<file path="config.mk">
export PLATFORM = sky130hd
export DESIGN_NAME = code_run_encoder_flat
export DESIGN_NICKNAME = d
export VERILOG_FILES = /design/src/rtl/code_run_encoder_pkg.sv /design/src/rtl/code_run_encoder_if.sv /design/src/rtl/code_run_encoder_run_fifo.sv /design/src/rtl/code_run_encoder.sv /design/src/flat_wrapper.sv
export SDC_FILE = /design/constraint.sdc
export NUM_CORES = 1
export LEC_CHECK = 0
export CORE_AREA = 3 3 90 92
export CTS_BUF_LIST = sky130_fd_sc_hd__clkbuf_4
export DETAILED_ROUTE_END_ITERATION = 8
export DIE_AREA = 0 0 93 95
export GPL_ROUTABILITY_DRIVEN = 1
export SLEW_MARGIN = 20
export SYNTH_ARGS = -nofsm -noshare
export SYNTH_HDL_FRONTEND = slang
export SYNTH_SLANG_ARGS = --single-unit
export TNS_END_PERCENT = 100
</file>
<file path="constraint.sdc">
create_clock -name clk -period 3 [get_ports clk]
set_input_delay 0.75 -clock clk [delete_from_list [all_inputs] [get_ports clk]]
set_output_delay 0.75 -clock clk [all_outputs]
set_load 0.05 [all_outputs]
</file>
<file path="src/rtl/code_run_encoder_pkg.sv">
// ============================================================================
// Module : code_run_pkg
// Desc   : Shared widths, record layout and tracker action encoding for the
//          code run-length encoder.
// Rev    : 1.0  initial release
// ============================================================================
`default_nettype none

package code_run_pkg;

    localparam int CODE_W = 2;
    localparam int VAL_W  = 3;
    localparam int CNT_W  = 8;
    localparam int REC_W  = CODE_W + VAL_W + CNT_W;

    localparam logic [CNT_W-1:0] CNT_MAX = '1;

    // Record word is {code, val, len}, MSB to LSB.
    localparam int LEN_LSB  = 0;
    localparam int VAL_LSB  = CNT_W;
    localparam int CODE_LSB = CNT_W + VAL_W;

    typedef enum logic [2:0] {
        ACT_HOLD    = 3'd0,
        ACT_OPEN    = 3'd1,
        ACT_EXTEND  = 3'd2,
        ACT_RESTART = 3'd3,
        ACT_CLOSE   = 3'd4
    } run_act_t;

endpackage : code_run_pkg

`default_nettype wire

</file>
<file path="src/rtl/code_run_encoder_if.sv">
// ============================================================================
// Module : code_run_encoder_if
// Desc   : Sample input and record output bundle of the code run encoder.
// Rev    : 1.0  initial release
// ============================================================================
`default_nettype none

interface code_run_encoder_if #(
    parameter int CODE_W = 2,
    parameter int VAL_W  = 3,
    parameter int CNT_W  = 8
);
    logic              in_en;
    logic [CODE_W-1:0] in_code;
    logic [VAL_W-1:0]  in_val;
    logic              flush;
    logic              out_valid;
    logic              out_ready;
    logic [CODE_W-1:0] out_code;
    logic [VAL_W-1:0]  out_val;
    logic [CNT_W-1:0]  out_len;
    logic              overflow;

    modport master (
        output in_en, in_code, in_val, flush, out_ready,
        input  out_valid, out_code, out_val, out_len, overflow
    );

    modport slave (
        input  in_en, in_code, in_val, flush, out_ready,
        output out_valid, out_code, out_val, out_len, overflow
    );
endinterface : code_run_encoder_if

`default_nettype wire

</file>
<file path="src/rtl/code_run_encoder_run_fifo.sv">
// ============================================================================
// Module : run_fifo
// Desc   : Synchronous record FIFO; a push into a full FIFO is accepted only
//          when a pop happens on the same edge.
// Rev    : 1.0  initial release
// ============================================================================
`default_nettype none

module run_fifo #(
    parameter int WIDTH = 13,
    parameter int DEPTH = 4
) (
    input  wire logic             clk,
    input  wire logic             rst,
    input  wire logic             i_push,
    input  wire logic [WIDTH-1:0] i_data,
    input  wire logic             i_pop,
    output logic                  o_full,
    output logic                  o_empty,
    output logic [WIDTH-1:0]      o_head
);
    localparam int AW = (DEPTH > 1) ? $clog2(DEPTH) : 1;
    localparam logic [AW:0] c_FULL_CNT = (AW+1)'(DEPTH);

    logic [WIDTH-1:0] r_mem [DEPTH];
    logic [AW-1:0]    r_wr_ptr;
    logic [AW-1:0]    r_rd_ptr;
    logic [AW:0]      r_count;

    logic w_pop;
    logic w_push;

    assign o_full  = (r_count == c_FULL_CNT);
    assign o_empty = (r_count == '0);
    assign w_pop   = i_pop && !o_empty;
    // Full FIFO still takes a record when the head leaves on the same edge.
    assign w_push  = i_push && (!o_full || w_pop);
    assign o_head  = o_empty ? '0 : r_mem[r_rd_ptr];

    always_ff @(posedge clk) begin
        if (w_push) begin
            r_mem[r_wr_ptr] <= i_data;
        end
    end

    always_ff @(posedge clk or negedge rst) begin
        if (!rst) begin
            r_wr_ptr <= '0;
            r_rd_ptr <= '0;
            r_count  <= '0;
        end else begin
            if (w_push) begin
                r_wr_ptr <= r_wr_ptr + 1'b1;
            end
            if (w_pop) begin
                r_rd_ptr <= r_rd_ptr + 1'b1;
            end
            case ({w_push, w_pop})
                2'b10:   r_count <= r_count + 1'b1;
                2'b01:   r_count <= r_count - 1'b1;
                default: r_count <= r_count;
            endcase
        end
    end

endmodule : run_fifo

`default_nettype wire

</file>
<file path="src/rtl/code_run_encoder.sv">
// ============================================================================
// Module : code_run_encoder
// Desc   : Run-length encodes consecutive (code, value) samples into
//          {code, val, len} records delivered through a small FIFO.
// Rev    : 1.0  initial release
// ============================================================================
`default_nettype none

module code_run_encoder
    import code_run_pkg::*;
#(
    parameter int CODE_W = code_run_pkg::CODE_W,
    parameter int VAL_W  = code_run_pkg::VAL_W,
    parameter int CNT_W  = code_run_pkg::CNT_W,
    parameter int DEPTH  = 4
) (
    input  wire logic          clk,
    input  wire logic          rst,
    code_run_encoder_if.slave  bus
);
    localparam int c_REC_W    = CODE_W + VAL_W + CNT_W;
    localparam int c_VAL_LSB  = CNT_W;
    localparam int c_CODE_LSB = CNT_W + VAL_W;
    localparam logic [CNT_W-1:0] c_CNT_MAX = '1;

    logic              r_run_active;
    logic [CODE_W-1:0] r_run_code;
    logic [VAL_W-1:0]  r_run_val;
    logic [CNT_W-1:0]  r_run_len;
    logic              r_flush_pend;
    logic              r_overflow;

    run_act_t          w_act;
    logic              w_same;
    logic              w_push;
    logic [c_REC_W-1:0] w_rec;
    logic [c_REC_W-1:0] w_head;
    logic              w_full;
    logic              w_empty;

    assign w_same = (bus.in_code == r_run_code) && (bus.in_val == r_run_val);
    assign w_rec  = {r_run_code, r_run_val, r_run_len};

    // Every push emits the currently open run, so at most one push per edge.
    always_comb begin
        w_act  = ACT_HOLD;
        w_push = 1'b0;
        if (bus.in_en) begin
            if (!r_run_active) begin
                w_act = ACT_OPEN;
            end else if (w_same && (r_run_len != c_CNT_MAX)) begin
                w_act = ACT_EXTEND;
            end else begin
                w_act  = ACT_RESTART;
                w_push = 1'b1;
            end
        end else if ((bus.flush || r_flush_pend) && r_run_active) begin
            w_act  = ACT_CLOSE;
            w_push = 1'b1;
        end
    end

    always_ff @(posedge clk or negedge rst) begin
        if (!rst) begin
            r_run_active <= 1'b0;
            r_run_code   <= '0;
            r_run_val    <= '0;
            r_run_len    <= '0;
            r_flush_pend <= 1'b0;
            r_overflow   <= 1'b0;
        end else begin
            case (w_act)
                ACT_OPEN, ACT_RESTART: begin
                    r_run_active <= 1'b1;
                    r_run_code   <= bus.in_code;
                    r_run_val    <= bus.in_val;
                    r_run_len    <= CNT_W'(1);
                end
                ACT_EXTEND: begin
                    r_run_len <= r_run_len + 1'b1;
                end
                ACT_CLOSE: begin
                    r_run_active <= 1'b0;
                    r_run_len    <= '0;
                end
                default: begin
                    r_run_active <= r_run_active;
                end
            endcase

            // A flush seen alongside a sample is deferred to the next idle edge.
            if (bus.in_en) begin
                if (bus.flush) begin
                    r_flush_pend <= 1'b1;
                end
            end else begin
                r_flush_pend <= 1'b0;
            end

            if (w_push && w_full && !bus.out_ready) begin
                r_overflow <= 1'b1;
            end
        end
    end

    run_fifo #(
        .WIDTH (c_REC_W),
        .DEPTH (DEPTH)
    ) u_run_fifo (
        .clk     (clk),
        .rst     (rst),
        .i_push  (w_push),
        .i_data  (w_rec),
        .i_pop   (bus.out_ready),
        .o_full  (w_full),
        .o_empty (w_empty),
        .o_head  (w_head)
    );

    assign bus.out_valid = !w_empty;
    assign bus.out_code  = w_head[c_CODE_LSB +: CODE_W];
    assign bus.out_val   = w_head[c_VAL_LSB +: VAL_W];
    assign bus.out_len   = w_head[0 +: CNT_W];
    assign bus.overflow  = r_overflow;

endmodule : code_run_encoder

`default_nettype wire

</file>
<file path="src/flat_wrapper.sv">
// flat-port wrapper written by rule: the top's interface ports become plain ports
module code_run_encoder_flat import code_run_pkg::*;
#(
    parameter int CODE_W = code_run_pkg::CODE_W,
    parameter int VAL_W  = code_run_pkg::VAL_W,
    parameter int CNT_W  = code_run_pkg::CNT_W,
    parameter int DEPTH  = 4
)
  (clk, rst, bus_in_en, bus_in_code, bus_in_val, bus_flush, bus_out_ready, bus_out_valid, bus_out_code, bus_out_val, bus_out_len, bus_overflow);
  code_run_encoder_if #(.CODE_W(CODE_W), .VAL_W(VAL_W), .CNT_W(CNT_W)) bus_i ();
  input  wire logic clk;
  input  wire logic rst;
  input wire logic [$bits(bus_i.in_en)-1:0] bus_in_en;
  input wire logic [$bits(bus_i.in_code)-1:0] bus_in_code;
  input wire logic [$bits(bus_i.in_val)-1:0] bus_in_val;
  input wire logic [$bits(bus_i.flush)-1:0] bus_flush;
  input wire logic [$bits(bus_i.out_ready)-1:0] bus_out_ready;
  output wire logic [$bits(bus_i.out_valid)-1:0] bus_out_valid;
  output wire logic [$bits(bus_i.out_code)-1:0] bus_out_code;
  output wire logic [$bits(bus_i.out_val)-1:0] bus_out_val;
  output wire logic [$bits(bus_i.out_len)-1:0] bus_out_len;
  output wire logic [$bits(bus_i.overflow)-1:0] bus_overflow;
  assign bus_i.in_en = bus_in_en;
  assign bus_i.in_code = bus_in_code;
  assign bus_i.in_val = bus_in_val;
  assign bus_i.flush = bus_flush;
  assign bus_i.out_ready = bus_out_ready;
  assign bus_out_valid = bus_i.out_valid;
  assign bus_out_code = bus_i.out_code;
  assign bus_out_val = bus_i.out_val;
  assign bus_out_len = bus_i.out_len;
  assign bus_overflow = bus_i.overflow;
  code_run_encoder #(.CODE_W(CODE_W), .VAL_W(VAL_W), .CNT_W(CNT_W), .DEPTH(DEPTH)) u_core (.clk(clk), .rst(rst), .bus(bus_i));
endmodule
</file>
[Yosys cells after proc, flatten, opt, wreduce, memory -nomap -nowiden]
Memories as Yosys holds them, arrays and structs flattened.
Cells that the tools add are included.
Cells by class
  multiplexer cells: 16
  divide/modulo/power cells: 0
  equality and inequality tests: 11
  reductions and logical operators: 17
  shifts and indexed selects: 0
  $mul: 0
  $add $sub $neg: 5
  order comparisons: 0
  bitwise logic cells: 0
Operator list (number)
  one-hot mux 8 bit (3 select lines): 1
  2-to-1 mux 13 bit: 1
  2-to-1 mux 1 bit: 9
  2-to-1 mux 3 bit: 3
  adder 8 x 1 -> 8 bit, second input constant: 1
  != test 8 bit, second input constant: 1
  logical AND 1 bit: 7
  == test 3 x 2 -> 1 bit, second input constant: 2
  == test 3 bit, second input constant: 2
  one-hot mux 3 bit (2 select lines): 1
  adder 2 x 1 -> 2 bit, second input constant: 2
  nonzero test 2 bit: 2
  adder 3 x 1 -> 3 bit, second input constant: 1
  == test 3 x 1 -> 1 bit, second input constant: 1
  == test 3 bit: 1
  logical NOT 1 bit: 3
  logical NOT 3 bit: 1
  nonzero test 3 bit: 1
  subtractor 3 x 1 -> 3 bit, second input constant: 1
  == test 2 x 1 -> 1 bit, second input constant: 1
  == test 2 bit: 1
  == test 2 bit, second input constant: 1
  logical OR 1 bit: 2
  != test 2 x 1 -> 1 bit, second input constant: 1
  2 further kinds: 2
Word-level totals
  logic and storage cells: 59
  memory bits (writable): 52
  register bits after elaboration: 23
  input port bits: 10
  output and inout bits: 15
  bits in latches: 0
  bits in read-only memories: 0
  memories kept: 1
Memory list
  u_core.u_run_fifo.r_mem: depth 4, width 13, read ports 1, clocked after memory_dff 0, wr ports 1, line code_run_encoder_run_fifo.sv:25  | logic [WIDTH-1:0] r_mem [DEPTH];

[Longest topological paths before layout]
  word-level depth: 9
  mapped depth: 11
  mapped depth without buffers: 11

[Hierarchy]
Synthesis repeated with hierarchy kept, for this count alone.
Second synthesis, totals
  cell total of the unflattened synthesis: 205
  area, all modules: 3254.4 sq um
Modules (own cells, without submodules)
  run_fifo: cells an instance 121, area an instance 2399.8 sq um, instances 1
  code_run_encoder: cells an instance 84, area an instance 854.6 sq um, instances 1

[Worst setup path before layout]
No wires, ideal clock.
  kind: flip-flop to output port
  from: register u_core.u_run_fifo.r_count[1]
  to: output bus_out_code[0]
  arrival time: 1987 ps
  stages on the path, launching flop included: 6
  path slack: 263 ps
  data required time: 2250 ps
  path buffers: 3
  path through: dfrtp_1 -> clkbuf_1 -> or3_1 -> clkbuf_1 -> clkbuf_1 -> and2_1
On the way
  longest elaborated chain between the ends: 2
RTL lines
  start: declaration: line code_run_encoder_run_fifo.sv:28  | logic [AW:0] r_count;
  start signal: assignment: line code_run_encoder_run_fifo.sv:59  | 2'b10: r_count <= r_count + 1'b1;
  start signal: assignment: line code_run_encoder_run_fifo.sv:60  | 2'b01: r_count <= r_count - 1'b1;
  start signal: assignment: line code_run_encoder_run_fifo.sv:61  | default: r_count <= r_count;
  logical NOT 3 bit: line code_run_encoder_run_fifo.sv:34  | assign o_empty = (r_count == '0);
  2-to-1 mux 13 bit: line code_run_encoder_run_fifo.sv:38  | assign o_head = o_empty ? '0 : r_mem[r_rd_ptr];
  end: declaration: line flat_wrapper.sv:19  | output wire logic [$bits(bus_i.out_code)-1:0] bus_out_code;
Every way passes these cells.

[Final worst setup path]
  from: register u_core.u_run_fifo.r_count[1]
  to: output bus_out_valid
On the way
  longest elaborated chain between the ends: 2
RTL lines
  logical NOT 3 bit: line code_run_encoder_run_fifo.sv:34
  logical NOT 1 bit: line code_run_encoder.sv:120  | assign bus.out_valid = !w_empty;
  end: declaration: line flat_wrapper.sv:18  | output wire logic [$bits(bus_i.out_valid)-1:0] bus_out_valid;
Every way passes these cells.

==> reports/qor.yml <==
status:
  status: "complete, no violations"
sta:
  fin_skew_ns: 0.0115
  hold_viol: 0
  fmax_mhz: 345
  rsz0062_at_grt: "false"
  setup-tns-final_ns: 0
  setup_viol: 0
  tightest_slew_ns: 0.504
  min_period_ns: 2.90
  fin_crit_sh: 0.967
  slew_violations: 0
  max_slew_margin: 0.663
logic_synthesis:
  synth_area_per_cell_um2: 15.8
  synth_seq_cells: 75
  synthArstFlopShare: 0.307
  syn_area_um2: 3300
  yosysWarnings: 0
  ys_types: 39
  yosys-top-cells-area: "edfxtp_1 (47%), dfrtp_1 (17%), mux4_2 (8.9%), and2_1 (3.4%), ha_1 (1.9%)"
  synth.top_cell.area_share: 0.474
  synthFlopType: "edfxtp_1"
  synth_common_cells: "edfxtp_1 (52), dfrtp_1 (23), and2_1 (18), mux4_2 (13), nand2_1 (10)"
  synth_edf_count: 52
  yosysMostFrequentCell: "edfxtp_1"
  syn-num-nets: 225
  synth_area_leader_cell: "edfxtp_1"
  synthCells: 209
  seq_area_frac_synth: 0.648
layout:
  area_growth_pct: 17.3
  drive_above_1_share: 0.277
  layout.nets: 264
  fill_cells: 642
  n_antenna_cell: 0
  fin_util: 0.530
cts:
  clock_sinks: 75
  cts_root_buf: "clkbuf_4"
  clk_latency_ns: 0.41
  tritoncts: "done"
  path_clk_slew_ns: 0.11
  post_cts_buffers: 0
  cts_made_buffers: 9
  cts_resized: 0
  cts_buffer_depth: 2
  ctsHoldBuffers: 0
  htreeDepth: 3
drt:
  avgRoutedWirePerCell_um: 16.9
  routed_wl_mm: 5.95
  drtAntennaViolNets: 0
  drt_iter0_drc: 88
  drc: 0
  viasPerCell: 5.12
  vias: 1801
  firstDrtPassIters: 4
place:
  hpwlAfterDp_mm: 4.04
  numPortBuffers: 24
  finalWeightedCongestion: 0.740
setup_path:
  setup.worst_path.end_class: "primary output"
  crit_type: "reg2out"
  worstPathRequired_ns: 2.25
  startpoint_type: "register"
  worst-path-max-fanout: 9
  critPathArrivalTime_ns: 2.15
global_route:
  grt_pass1_vias: 1915
  gr-total-overflow: 0
  grt_max_degree: 24
  antenna_found_initial: 0
  grt_pass1_wl_mm: 9.99
  track_usage: 0.153
die:
  die_x_um: 93
  io_pins: 25
  coreArea_um2: 7290
  initial_core_util: 0.452
  die_area_um2: 8840
  dieHeight_um: 95
  rows: 31
power_and_ir_drop:
  p_per_area_nw_per_um2: 975
  peakVddDrop_v: 0.000458
  combPwrFrac: 0.454
  p_leak_uw: 0.00142
  swShare: 0.393
  power_switching_uw: 1480
  total_power_uw: 3770
  intPower_uw: 2290
  pwr-share-seq: 0.389
  clkPwrFrac: 0.158
run:
  cap_violations: 0
worst_hold_path:
  holdCritPathClass: "reg2reg"
-- power by group through the flow --
stage | Clock [uW] | Combinational, uW | Sequential [uW]
6_report | 594 | 1710 | 1460
5_1_grt | 659 | 1840 | 1490
4_1_cts | 615 | 1750 | 1470
3_5_place_dp | 0 | 1750 | 1490
3_3_place_gp | 0 | 1730 | 1480
2_1_floorplan | 0 | 1230 | 1450
-- cell usage in the layout (no fill, tap or decap), types with 4 or more instances in the layout --
cell type / instances
buf_12: 4
and2_1: 18
a21oi_1: 7
mux4_2: 13
nand3_1: 6
nand2_1: 10
a22o_1: 4
dfrtp_1: 23
nor2_1: 5
buf_4: 23
mux2_2: 5
clkbuf_4: 10
edfxtp_1: 52
ha_1: 5
clkdlybuf4s50_1: 11
o21ai_0: 5
xnor2_1: 7
-- state kept, by name (all words and copies together), names as in the netlist --
register,count
u_core.u_run_fifo.r_mem,52
u_core.r_run_len,8
u_core.r_run_val,3
u_core.u_run_fifo.r_count,3
u_core.r_run_code,2
u_core.u_run_fifo.r_rd_ptr,2
u_core.u_run_fifo.r_wr_ptr,2
u_core.bus.overflow,1
u_core.r_flush_pend,1
u_core.r_run_active,1
-- worst max-delay path: stages, from the launching register on --
cell and delay (ns):
dfrtp_1 0.51, or3_1 0.50, clkdlybuf4s50_1 0.74
-- final cells by class --
cell class,count,area (um2),share of cell area
Sequential cell,75,2140,0.553
Multi-Input combinational cell,121,1100,0.285
Timing Repair Buffer,38,363,0.0938
Tap cell,99,124,0.0320
Clock buffer,10,75.1,0.0194
Clock inverter,6,56.3,0.0146
Inverter,3,11.3,0.00291
-- stage by stage --
stage               worst slack [ns]  std cells  cell area [um2]  hold slack [ns]
finish                        0.0976        352             3870            0.495
global route                  0.0351        352             3870            0.528
CTS                           0.0648        352             3870            0.502
detailed placement             0.121        336             3740            0.465
global placement               0.165        336             3740            0.482
floorplan                      0.263        209             3300            0.454
-- cells by family (layout without fill, tap and decap cells) --
family	after synthesis	after routing	share of synthesized area
compound gates	30	30	0.0653
xor+xnor	11	11	0.0361
fa+ha+maj	6	6	0.0250
buf+inv	13	57	0.0178
flops	75	75	0.648
mux	20	20	0.112
simple gates	54	54	0.0956
-- final timing paths --
| check | from | end | slack [ns] | cells after the start |
|---|---|---|---|---|
| setup reg to reg | u_core.r_run_len[0] | u_core.u_run_fifo.r_count[2] | 0.39 | 11 |
| setup / recovery | u_core.u_run_fifo.r_count[1] | bus_out_valid | 0.1 | 2 |
| hold reg to reg | u_core.bus.overflow | u_core.bus.overflow | 0.50 | 1 |
| max in group asynchronous | rst | u_core.r_run_len[7] | 2.07 | 2 |
| min in group asynchronous | rst | u_core.r_run_val[1] | 0.68 | 2 |
| hold / removal | u_core.bus.overflow | u_core.bus.overflow | 0.50 | 1 |
-- per-layer routing --
metal  wire length [um]  up-vias  GRT usage
met4                 65        0     0.0696
met2               3020       23      0.257
met5                  0        -          0
li1                   -      869          -
met3                174        6     0.0263
met1               2690      903      0.195
Power figures use the tool's default switching activity.
